### config.mk
export PLATFORM = sky130hd
export DESIGN_NAME = ysyx_23060236_btb_ctrl
export DESIGN_NICKNAME = d
export VERILOG_FILES = /design/src/rtl/ysyx_23060236_btb_ctrl.sv
export SDC_FILE = /design/constraint.sdc
export NUM_CORES = 1
export LEC_CHECK = 0
export BUFFER_PORTS_ARGS = -buffer_cell sky130_fd_sc_hd__buf_4
export CAP_MARGIN = 10
export CELL_PAD_IN_SITES_DETAIL_PLACEMENT = 1
export CELL_PAD_IN_SITES_GLOBAL_PLACEMENT = 1
export CORE_MARGIN = 2
export CORE_UTILIZATION = 40
export CTS_CLUSTER_SIZE = 25
export DETAILED_ROUTE_END_ITERATION = 16
export GPL_TIMING_DRIVEN = 0
export HOLD_SLACK_MARGIN = 0.08
export PLACE_DENSITY_LB_ADDON = 0.1
export SLEW_MARGIN = 20
export SYNTH_ARGS = -nofsm -noshare
export SYNTH_HDL_FRONTEND = slang
export SYNTH_SLANG_ARGS = --single-unit
### constraint.sdc
create_clock -name clock -period 10.5 [get_ports clock]
set_input_delay 1.05 -clock clock [delete_from_list [all_inputs] [get_ports clock]]
set_output_delay 1.05 -clock clock [all_outputs]
set_load 0.005 [all_outputs]
### src/rtl/ysyx_23060236_btb_ctrl.sv
// EXU-side BTB sequencer: checks resolved branches against the BTB prediction,
// redirects IFU on a mispredict and queues corrective BTB writes.
module ysyx_23060236_btb_ctrl #(
    parameter int ADDR_LEN   = 32,
    parameter int UPDQ_DEPTH = 2,
    parameter int CNT_LEN    = 32
) (
    input  logic                clock,
    input  logic                reset,
    input  logic                exu_valid,
    output logic                exu_ready,
    input  logic [ADDR_LEN-1:0] exu_pc,
    input  logic [ADDR_LEN-1:0] exu_npc,
    output logic [ADDR_LEN-1:0] btb_araddr_exu,
    input  logic [ADDR_LEN-1:0] btb_rdata_exu,
    output logic                redirect_valid,
    input  logic                redirect_ready,
    output logic [ADDR_LEN-1:0] redirect_pc,
    output logic                btb_wvalid,
    output logic [ADDR_LEN-1:0] btb_awaddr,
    output logic [ADDR_LEN-1:0] btb_wdata,
    output logic [CNT_LEN-1:0]  perf_resolved,
    output logic [CNT_LEN-1:0]  perf_mispred
);

    localparam int PW = $clog2(UPDQ_DEPTH);

    typedef enum logic {IDLE, REDIR} state_t;

    state_t              state_q, state_d;
    logic [ADDR_LEN-1:0] redirect_pc_q, redirect_pc_d;
    logic [CNT_LEN-1:0]  resolved_q, resolved_d;
    logic [CNT_LEN-1:0]  mispred_q, mispred_d;
    logic [PW:0]         wr_ptr_q, wr_ptr_d;
    logic [PW:0]         rd_ptr_q, rd_ptr_d;
    logic [ADDR_LEN-1:0] q_pc   [UPDQ_DEPTH];
    logic [ADDR_LEN-1:0] q_npc  [UPDQ_DEPTH];

    logic fifo_empty, fifo_full, xfer, mispredict, push, pop;

    // The extra wrap bit tells full from empty when the index bits match.
    assign fifo_empty = (wr_ptr_q == rd_ptr_q);
    assign fifo_full  = (wr_ptr_q[PW] != rd_ptr_q[PW]) &&
                        (wr_ptr_q[PW-1:0] == rd_ptr_q[PW-1:0]);

    assign exu_ready      = (state_q == IDLE) && !fifo_full;
    assign btb_araddr_exu = exu_pc;
    assign xfer           = exu_valid && exu_ready;
    assign mispredict     = (btb_rdata_exu != exu_npc);
    assign push           = xfer && mispredict;
    assign pop            = !fifo_empty;

    assign redirect_valid = (state_q == REDIR);
    assign redirect_pc    = redirect_pc_q;
    assign btb_wvalid     = pop;
    assign btb_awaddr     = q_pc[rd_ptr_q[PW-1:0]];
    assign btb_wdata      = q_npc[rd_ptr_q[PW-1:0]];
    assign perf_resolved  = resolved_q;
    assign perf_mispred   = mispred_q;

    always_comb begin
        state_d       = state_q;
        redirect_pc_d = redirect_pc_q;
        resolved_d    = resolved_q;
        mispred_d     = mispred_q;
        wr_ptr_d      = wr_ptr_q;
        rd_ptr_d      = rd_ptr_q;

        case (state_q)
            IDLE: begin
                if (push) begin
                    state_d       = REDIR;
                    redirect_pc_d = exu_npc;
                end
            end
            REDIR: begin
                if (redirect_ready) state_d = IDLE;
            end
            default: state_d = IDLE;
        endcase

        if (xfer) resolved_d = resolved_q + CNT_LEN'(1);
        if (push) begin
            mispred_d = mispred_q + CNT_LEN'(1);
            wr_ptr_d  = wr_ptr_q + (PW+1)'(1);
        end
        if (pop) rd_ptr_d = rd_ptr_q + (PW+1)'(1);
    end

    always_ff @(posedge clock) begin
        if (reset) begin
            state_q       <= IDLE;
            redirect_pc_q <= '0;
            resolved_q    <= '0;
            mispred_q     <= '0;
            wr_ptr_q      <= '0;
            rd_ptr_q      <= '0;
        end else begin
            state_q       <= state_d;
            redirect_pc_q <= redirect_pc_d;
            resolved_q    <= resolved_d;
            mispred_q     <= mispred_d;
            wr_ptr_q      <= wr_ptr_d;
            rd_ptr_q      <= rd_ptr_d;
        end
    end

    // Storage is never read while empty, so it needs no reset.
    always_ff @(posedge clock) begin
        if (push) begin
            q_pc[wr_ptr_q[PW-1:0]]  <= exu_pc;
            q_npc[wr_ptr_q[PW-1:0]] <= exu_npc;
        end
    end

endmodule
==> key figures, run 1 <==
Die
  • Die Y: around 160 um
  • Boundary Pins: between 200 and 300
  • Die area: 27000 sq um
  • Core Area: around 25000 sq um
  • Rows: just under 60
  • Die Span X: between 150 and 200 um
  • Starting Density: 40.8%

Clock network
  • Post-cts resize count: 0
  • Clock sink count: between 200 and 250
  • Root Buffer: clkbuf_16
  • Post-CTS setup buffer count: 0
  • Post-CTS Hold Fix Bufs: 0
  • H-tree levels: 1
  • Clock Latency Late Sink: roughly 0.52 ns
  • CTS tree: done
  • Clk slew on worst S/H paths: 0.06 ns
  • Clock Path Buffers: 3
  • CTS Buf Count: 26

Min path
  • Worst hold start: redirect_pc[3]
  • Hold crit path type: reg2reg

Final layout
  • Fin nets: 1275
  • Most frequent cells in the layout: buf_4, edfxtp_1, dfxtp_1
  • Most common cell after layout, fill and taps aside: buf_4
  • Area of the multi-input gates: between 3000 and 4000 sq um
  • Share of cells above drive strength 1: approximately two fifths
  • Filler Cell Count: between 2000 and 3000
  • FF+latch area: between 5000 and 6000 sq um
  • Area delta synth->final: 35.3%

Timing
  • Worst slew pin tran: approximately 1 ns
  • Max Slew Vio Count: 0
  • Clk_skew: just over 0.009 ns
  • Hold_ws: 0.475 ns
  • Post-route minimum period: approximately 3.7 ns
  • Final Cycle Share: approximately a third
  • Max Fclk: 272 MHz
  • RSZ-0062 raised after global routing: no
  • Final Setup Violations: 0
  • Final Hold Fails: 0
  • Slew HR: a little under a third
  • Final WS setup: just under 7 ns
  • Setup_tns: 0 ns

Route
  • DR DRC count: 0
  • Antenna Violating Nets Remaining: 0
  • Pre-antenna DRT Iters: 4
  • Detailed Route WL: 30100 um
  • WL per Instance: 19.7 um
  • DR vias: 7709
  • Routed vias/inst: between 5 and 6
  • Initial DRC Count: 340

Run status
  • Status: finished, final reports clean

Worst setup path
  • WS Path Type: in2reg
  • R2r setup slk: 7.41 ns
  • Worst setup SP type: input pin
  • FF-to-FF Start: wr_ptr_q[1]
  • Worst EP arrival: 3.96 ns
  • CP startpoint: exu_npc[29]
  • CP required: 10.77 ns
  • Critical Path End Type: register
  • CP Max Fanout: 19

Power and ir drop
  • Worst vdd rail ir drop: 0.111 mV
  • Leak Pwr: roughly 5.4 nW
  • Power Density: ~180 nW/um^2
  • Pwr Total: 2.50 mW

Global routing
  • GR peak layer: met2
  • Vias in the first global route: approximately 8000
  • Grt met3 use: roughly 3.7%
  • First-pass GRT wire length: between 40000 and 50000 um
  • Grt met2 use: between 30 and 40%
  • Total track usage: between 20 and 25%
  • Largest net degree at the start of global routing: 26
  • Met1 usage: between 20% and 30%
  • Antenna violations before repair: 1
  • Global route overflow: 0

Logic synthesis
  • Register area share after synthesis: ~57%
  • Syn_area_per_cell: roughly 12 sq um
  • Ys async rst share: 0%
  • Number of synthesized register bits: 230
  • EDFF count, synth: ~130
  • Synth Instances: about 850
  • Yosys warns: 0
  • Top_reg_cell synth: edfxtp_1
  • Post-Syn Area: about 10000 sq um
  • Yosys cell types: 50
  • Syn Nets: around 950

Flow run
  • Max Cap Violations: 0

Placed design
  • Port buffer count: slightly below 300
  • HPWL after DPL: between 20000 and 25000 um
  • RePlAce Congestion: 0.773
  • Worst slack, placed: 6.23 ns
-- metal layers --
metal	vias up	share of wire, %	routed length [um]
met5	-	0	0
met1	3807	41	12400
li1	3666	-	-
met2	201	51	15300
met3	35	6.3	1890
met4	0	1.7	518
-- report_power, final --
part | internal [mW] | leakage (nW) | switching [mW]
logic | 0.285 | 2.98 | 0.256
registers | 1.05 | 2.01 | 0.0325
clock network | 0.513 | 0.415 | 0.362
-- kinds of logic after synthesis --
group	share of synthesized area, %
AO/OA/AOI/OAI	4.50
XOR/XNOR	4.75
adder cells (fa/ha/maj)	0.244
buffers and inverters	4.53
flip-flops	57.3
multiplexers	13.9
AND/OR/NAND/NOR	14.8
-- critical path, cell delays in order --
cell	delay, ns
buf_4	0.14
xnor2_1	0.28
nand4_1	0.22
nor4_1	0.91
clkbuf_1	0.55
a21oi_4	0.22
buf_16	0.22
buf_16	0.16
buf_16	0.17
-- layout make-up --
cell class | instances | share of cell area (%)
Antenna cell | 2 | 0.0360
Buffer | 76 | 3.03
Clock buffer | 37 | 5.59
Clock inverter | 11 | 0.396
Inverter | 12 | 0.324
Multi-Input combinational cell | 528 | 28.3
Sequential cell | 230 | 42.4
Tap cell | 330 | 2.97
Timing Repair Buffer | 299 | 17.0
-- registers in the layout (all words and copies together), names as in the netlist, named ones only --
name            count
rd_ptr_q            2
perf_resolved      32
perf_mispred       32
q_pc               64
q_npc              64
redirect_valid      1
wr_ptr_q            2
redirect_pc        32
-- synthesized netlist by cell type, drive strengths merged (2+ instances only) --
cell type | count | area (sq um)
a2111oi | 12 | 108
a211oi | 12 | 90.1
a21oi | 26 | 130
and3 | 5 | 31.3
and4 | 3 | 28.8
buf | 41 | 289
clkbuf | 35 | 131
dfxtp | 102 | 2040
edfxtp | 128 | 3840
ha | 2 | 25.0
inv | 12 | 45.0
mux2 | 97 | 1090
mux2i | 33 | 330
nand2 | 26 | 97.6
nand2b | 68 | 425
nand3 | 20 | 100
nand4 | 25 | 171
nor2 | 61 | 229
nor2b | 32 | 200
nor3 | 5 | 30.0
nor4 | 8 | 50.1
o2111ai | 2 | 23.8
o21ai | 7 | 35.0
o31ai | 5 | 37.5
or3 | 10 | 62.6
or4 | 6 | 48.8
xnor2 | 48 | 428
xor2 | 6 | 60.1
-- final timing paths --
kind                                        to  depth (start not counted)
worst max-delay path               q_pc[1][17]                          9
worst min-delay path            redirect_pc[3]                          2
worst max register to register     q_pc[0][30]                          7
worst min register to register  redirect_pc[3]                          2
-- through the flow --
step | std cells | area (sq um) | util (%)
3_3_place_gp | 1469 | 12900 | 51.1
6_report | 1525 | 13900 | 55.2
3_5_place_dp | 1475 | 13100 | 51.8
4_1_cts | 1523 | 13900 | 55.1
2_1_floorplan | 846 | 10300 | -
5_1_grt | 1524 | 13900 | 55.1
Note: power is estimated with default switching activity, not from simulation.
==> inputs of run 2 (changes only) <==
Clock period 10.5 ns to 3.8 ns, I/O delays scaled along.
==> run 2 against run 1 <==
Count of clock-buffer cells in the layout down 5. Die area stayed put. Core utilization is 2.8 points higher. Non-clock buffer count increased by 64. Worst hold slack got worse by 0.26 ns. Wire length up 4.7%. Final cell count increased by 4.2%. Clock power rose to 3.0 times the previous value. Largest power group unchanged.
==> key figures, run 2 (synthesized netlist as in run 1, its figures left out) <==
Global routing
  • Global route overflow: 0 (unchanged)
  • Largest net degree at the start of global routing: 21 (was 26)
  • Vias in the first global route: 8159 (was 7942)
  • Total track usage: 22.4% (was 21.7%)
  • First-pass GRT wire length: 46900 um (was 45100 um)
  • Antenna violations before repair: 3 (was 1)

Power and ir drop
  • Worst vdd rail ir drop: 0.317 mV (was 0.111 mV)
  • Switching share of power: 25.4% (was 26.0%)
  • Power Internal: 5.35 mW (was 1.85 mW)
  • Pwr Total: 7.17 mW (was 2.50 mW)
  • Power Density: 491 nW/um^2 (was 180 nW/um^2)
  • Leak Pwr: 5.70 nW (was 5.41 nW)
  • Clock share of power: 36.3% (was 35.0%)
  • NetSw: 1.82 mW (was 0.650 mW)
  • Gate power share: 22.0% (was 21.6%)
  • Reg power frac: 41.7% (was 43.4%)

Worst setup path
  • Worst-path cell chain: dlygate4sd3_1 -> buf_4 -> xnor2_1 -> nand4_1 -> nor4_1 -> clkbuf_1 -> a21oi_4 -> buf_16 -> buf_16 (was buf_4 -> xnor2_1 -> nand4_1 -> nor4_1 -> clkbuf_1 -> a21oi_4 -> buf_16 -> buf_16 -> buf_16)
  • Critical Path End Type: register (unchanged)
  • Slowest CP cell: nor4_1 (unchanged)
  • Most frequent CP cell: buf_16 (unchanged)
  • CP required: 4.07 ns (was 10.77 ns)
  • WS Path Type: in2reg (unchanged)
  • CP startpoint: exu_npc[4] (was exu_npc[29])
  • FF-to-FF Start: wr_ptr_q[1] (unchanged)
  • Worst setup SP type: input pin (unchanged)
  • Worst EP arrival: 3.64 ns (was 3.96 ns)
  • CP Max Fanout: 18 (was 19)
  • CP peak stage delay: 0.84 ns (was 0.91 ns)

Clock network
  • CTS tree: done (unchanged)
  • Post-cts resize count: 0 (unchanged)
  • Post-CTS Hold Fix Bufs: 63 (was 0)
  • Clock Path Buffers: 3 (unchanged)
  • Root Buffer: clkbuf_16 (unchanged)
  • Clock Latency Late Sink: 0.52 ns (about the same)
  • H-tree levels: 1 (unchanged)
  • CTS Buf Count: 26 (unchanged)
  • Post-CTS setup buffer count: 0 (unchanged)
  • Clock sink count: 230 (unchanged)
  • Clk slew on worst S/H paths: 0.06 ns (about the same)

Placed design
  • HPWL after DPL: 21900 um (was 22500 um)
  • Port buffer count: 293 (unchanged)
  • RePlAce Congestion: 0.778 (was 0.773)
  • DP Area: 13100 sq um (about the same)
  • Dpl cells: 1475 (unchanged)

Die
  • Rows: 58 (unchanged)
  • Die Span X: 164 um (unchanged)
  • Die Y: 164 um (unchanged)
  • Boundary Pins: 295 (unchanged)
  • Starting Density: 40.8% (unchanged)
  • Core Area: 25200 sq um (unchanged)
  • Die area: 27000 sq um (unchanged)

Timing
  • Post-route minimum period: 3.37 ns
  • RSZ-0062 raised after global routing: no (unchanged)
  • Final Cycle Share: about 89%
  • Clk_skew: 0.0102 ns (was 0.00930 ns)
  • Setup_tns: 0 ns (unchanged)
  • Final Setup Violations: 0 (unchanged)
  • Max Fclk: about 300 MHz
  • Final Hold Fails: 0 (unchanged)
  • Max Slew Vio Count: 0 (unchanged)
  • Slew HR: 37.2% (was 31.2%)
  • Worst slew pin tran: 0.933 ns (was 1.02 ns)

Route
  • Antenna Violating Nets Remaining: 0 (unchanged)
  • Detailed Route WL: 31500 um (was 30100 um)
  • Initial DRC Count: 360 (was 340)
  • Routed vias/inst: 5.03 (was 5.06)
  • DR DRC count: 0 (unchanged)
  • WL per Instance: 19.8 um (was 19.7 um)
  • Pre-antenna DRT Iters: 4 (unchanged)
  • DR vias: 7991 (was 7709)

Flow run
  • Max Cap Violations: 0 (unchanged)

Final layout
  • Most frequent cells in the layout: buf_4, edfxtp_1, dfxtp_1 (unchanged)
  • Filler Cell Count: 2662 (was 2706)
  • FF+latch area: 5890 sq um (unchanged)
  • Area delta synth->final: 42.2% (was 35.3%)
  • Fin nets: 1339 (was 1275)
  • Most common cell after layout, fill and taps aside: buf_4 (unchanged)
  • Area of the multi-input gates: 3930 sq um (unchanged)
  • Layout Cells excl Fill: 1589 (was 1525)
  • Share of cells above drive strength 1: 38.0% (was 40.1%)
  • Cell area after layout: 14600 sq um (was 13900 sq um)

Min path
  • Worst hold start: redirect_ready (was redirect_pc[3])
  • Hold crit path type: in2reg (was reg2reg)

Run status
  • Status: finished, final reports clean (unchanged)
run 2: changes by cell type in the layout (fill, tap and decap cells not counted):
cell,before,now
bufinv_16,0,4
clkinvlp_4,0,1
clkbuf_16,29,27
buf_12,1,0
clkbuf_1,41,38
dlygate4sd3_1,0,64
clkinv_4,1,0
inv_6,0,1
buf_16,5,6
clkinv_2,7,4
clkinv_1,3,6
run 2: area by class of cell:
type                    instances  area share [%]
inverters                      12           0.309
flip-flops and latches        230            40.3
clock buffers                  32            4.89
repair buffers                363            20.6
multi-input cells             528            26.9
well taps                     330            2.83
plain buffers                  76            2.88
diodes                          2          0.0343
clock inverters                16            1.23
run 2: worst max-delay path: cells and delay by family:
kind,cells,cell delay (ns)
AND/OR/NAND/NOR,2,1.02
AO/OA/AOI/OAI,1,0.31
XOR/XNOR,1,0.19
buffers and inverters,5,1.72
run 2: power by group through the flow:
stage / clock, mW / combinational, mW / sequential, mW
final: 2.60 / 1.58 / 2.99
after global routing: 2.75 / 1.69 / 3.02
after CTS: 2.66 / 1.60 / 2.99
after detailed placement: 0 / 1.53 / 3.04
after global placement: 0 / 1.43 / 3.05
after floorplan: 0 / 0.686 / 3.04
run 2: path summary, 6_finish.rpt:
| check | end | slack (ns) | cells past startpoint |
|---|---|---|---|
| max | q_pc[1][22] | 0.43 | 9 |
| min | redirect_valid | 0.21 | 3 |
| max reg2reg | q_pc[0][0] | 0.81 | 8 |
| min reg2reg | redirect_pc[7] | 0.47 | 2 |
run 2: metal layers:
layer / wire [um] / share of wire, % / GRT usage (%) / vias up
met5: 8 / 0.025 / 0 / -
met4: 457 / 1.5 / 4.15 / 2
met3: 1940 / 6.1 / 4.27 / 34
met2: 16200 / 51 / 40.2 / 204
met1: 12900 / 41 / 28.3 / 3960
li1: - / - / - / 3791
run 2: per-stage QoR:
| stage | hold WS [ns] | utilization [%] | worst slack, ns |
|---|---|---|---|
| floorplan | 0.465 | - | 0.354 |
| global placement | 0.459 | 51.2 | -1.44 |
| detailed placement | 0.467 | 51.9 | 0.379 |
| CTS | 0.0814 | 57.9 | 0.337 |
| global route | 0.209 | 58.0 | 0.156 |
| finish | 0.215 | 58.0 | 0.431 |
==> inputs of run 3 (changes only) <==
Settings changed: CORE_UTILIZATION 40 to 41, PLACE_DENSITY set to 0.77, PLACE_DENSITY_LB_ADDON 0.1 to not set.
==> run 3 against run 2 <==
Via count rose by 1.2%. Critical path type unchanged. Non-clock buffer count fell by 1. Final cell count fell by 0.44%. Sequential share of layout area rose by 0.19 points. Register-to-register slack got worse by 0.06 ns. Core utilization rose by 1.4 points. Worst hold slack got worse by 0.11 ns. First-iteration DRC count fell by 2.8%.
==> key figures, run 3 (synthesized netlist as in run 1, its figures left out) <==
Final layout
  • Fin nets: 1338 (was 1339)
  • Most common cell after layout, fill and taps aside: buf_4 (unchanged)
  • Most frequent cells in the layout: buf_4, edfxtp_1, dfxtp_1 (unchanged)
  • Area delta synth->final: 41.6% (was 42.2%)
  • Share of cells above drive strength 1: 37.8% (was 38.0%)
  • Filler Cell Count: 2541 (was 2662)
  • Layout Cells excl Fill: 1582 (was 1589)

Power and ir drop
  • Power Internal: 5.24 mW (was 5.35 mW)
  • Clock share of power: 35.2% (was 36.3%)
  • Leak Pwr: 5.66 nW (was 5.70 nW)
  • Worst vdd rail ir drop: 0.332 mV (was 0.317 mV)
  • NetSw: 1.87 mW (was 1.82 mW)
  • Gate power share: 22.6% (was 22.0%)
  • Power Density: 489 nW/um^2 (was 491 nW/um^2)
  • Switching share of power: 26.3% (was 25.4%)
  • Reg power frac: 42.2% (was 41.7%)

Route
  • DR DRC count: 0 (unchanged)
  • Antenna Violating Nets Remaining: 0 (unchanged)
  • WL per Instance: 21.2 um (was 19.8 um)
  • Initial DRC Count: 350 (was 360)
  • Detailed Route WL: 33500 um (was 31500 um)
  • DR vias: 8087 (was 7991)
  • Pre-antenna DRT Iters: 5 (was 4)
  • Routed vias/inst: 5.11 (was 5.03)

Timing
  • Hold_ws: 0.107 ns (was 0.215 ns)
  • Max Fclk: 296 MHz (was 297 MHz)
  • Post-route minimum period: 3.38 ns (was 3.37 ns)
  • RSZ-0062 raised after global routing: no (unchanged)
  • Clk_skew: 0.00712 ns (was 0.0102 ns)
  • Final WS setup: 0.418 ns (was 0.431 ns)
  • Max Slew Vio Count: 0 (unchanged)
  • Worst slew pin tran: 0.991 ns (was 0.933 ns)
  • Final Setup Violations: 0 (unchanged)
  • Final Cycle Share: 89.0% (was 88.7%)
  • Slew HR: 33.4% (was 37.2%)
  • Final Hold Fails: 0 (unchanged)

Flow run
  • Max Cap Violations: 0 (unchanged)

Worst setup path
  • CP Max Fanout: 18 (unchanged)
  • R2r endpoint: q_npc[0][7] (was q_pc[0][0])
  • FF-to-FF Start: wr_ptr_q[1] (unchanged)
  • R2r setup slk: 0.75 ns (was 0.81 ns)
  • Worst r2r path cells: 9 (was 8)
  • Critical Path End Type: register (unchanged)
  • Worst setup SP type: input pin (unchanged)
  • CP required: 4.07 ns (about the same)
  • WS Path Type: in2reg (unchanged)
  • Worst EP arrival: 3.65 ns (was 3.64 ns)

Global routing
  • Total track usage: 24.7% (was 22.4%)
  • Largest net degree at the start of global routing: 24 (was 21)
  • Global route overflow: 0 (unchanged)
  • Antenna violations before repair: 3 (unchanged)
  • Vias in the first global route: 8457 (was 8159)
  • First-pass GRT wire length: 50200 um (was 46900 um)

Clock network
  • Post-CTS Hold Fix Bufs: 61 (was 63)
  • H-tree levels: 1 (unchanged)
  • Clock Latency Late Sink: 0.52 ns (about the same)
  • CTS tree: done (unchanged)
  • Clock Path Buffers: 3 (unchanged)
  • Root Buffer: clkbuf_16 (unchanged)
  • Clk slew on worst S/H paths: 0.06 ns (about the same)
  • CTS Buf Count: 26 (unchanged)
  • Clock sink count: 230 (unchanged)
  • Post-CTS setup buffer count: 0 (unchanged)
  • Post-cts resize count: 0 (unchanged)

Run status
  • Status: finished, final reports clean (unchanged)

Min path
  • Hold path endpoint: q_npc[0][24] (was redirect_valid)
  • Hold crit path type: in2reg (unchanged)
  • Worst hold path depth: 1 (was 3)
  • Worst hold start: exu_npc[24] (was redirect_ready)

Die
  • Die Span X: 162 um (was 164 um)
  • Die Y: 162 um (was 164 um)
  • Boundary Pins: 295 (unchanged)
  • Die area: 26300 sq um (was 27000 sq um)
  • Starting Density: 42.0% (was 40.8%)
  • Core Area: 24500 sq um (was 25200 sq um)
  • Rows: 57 (was 58)

Placed design
  • Dpl cells: 1470 (was 1475)
  • RePlAce Congestion: 0.814 (was 0.778)
  • Worst slack, placed: 0.311 ns (was 0.379 ns)
  • Port buffer count: 293 (unchanged)
  • HPWL after DPL: 22900 um (was 21900 um)
run 3: power by group through the flow:
stage	clock network, mW	registers, mW	logic (mW)
4_1_cts	2.53	3.00	1.60
3_3_place_gp	0	3.05	1.42
6_report	2.50	3.00	1.60
2_1_floorplan	0	3.04	0.686
3_5_place_dp	0	3.05	1.54
5_1_grt	2.64	3.02	1.72
run 3: how the worst max path moves through the flow:
| stage | startpoint | slack [ns] | cells after the start | end |
|---|---|---|---|---|
| 2_1_floorplan | wr_ptr_q[1] | 0.35 | 6 | q_npc[0][0] |
| 5_1_grt | exu_npc[25] | 0.32 | 9 | q_pc[1][7] |
| 4_1_cts | exu_npc[28] | 0.26 | 9 | q_pc[1][26] |
| 6_report | exu_npc[25] | 0.42 | 9 | q_npc[1][30] |
| 3_3_place_gp | exu_npc[25] | -1.38 | 7 | wr_ptr_q[1] |
| 3_5_place_dp | exu_npc[28] | 0.31 | 8 | q_pc[1][23] |
run 3: per-layer routing:
metal,GRT usage [%],wire (um)
met5,0,0
met4,5.19,603
met3,5.06,2090
met2,44.7,17000
met1,30.3,13900
run 3: area by class of cell:
type	count	area, sq um	area share, %
sequential	230	5890	40.5
multi-input combinational	528	3940	27.1
timing repair buffer	362	2990	20.6
clock buffer	33	698	4.80
buffer	76	420	2.89
tap	324	405	2.79
clock inverter	14	139	0.956
inverter	12	45.0	0.310
antenna	3	7.51	0.0517
run 3: critical path: stages:
cell           delay, ns
dlygate4sd3_1       0.54
buf_4               0.16
xnor2_1             0.29
nand4_1             0.25
nor4_1              0.81
clkbuf_1            0.56
a21oi_4             0.23
buf_16              0.22
buf_16              0.16
run 3: through the flow:
stage	setup TNS (ns)	cell area [sq um]	power [mW]	util [%]
floorplan	0	10300	3.72	-
global placement	-159.66	12900	4.47	52.6
detailed placement	0	13100	4.58	53.4
CTS	0	14500	7.13	59.3
global route	0	14500	7.38	59.4
finish	0	14500	7.11	59.4
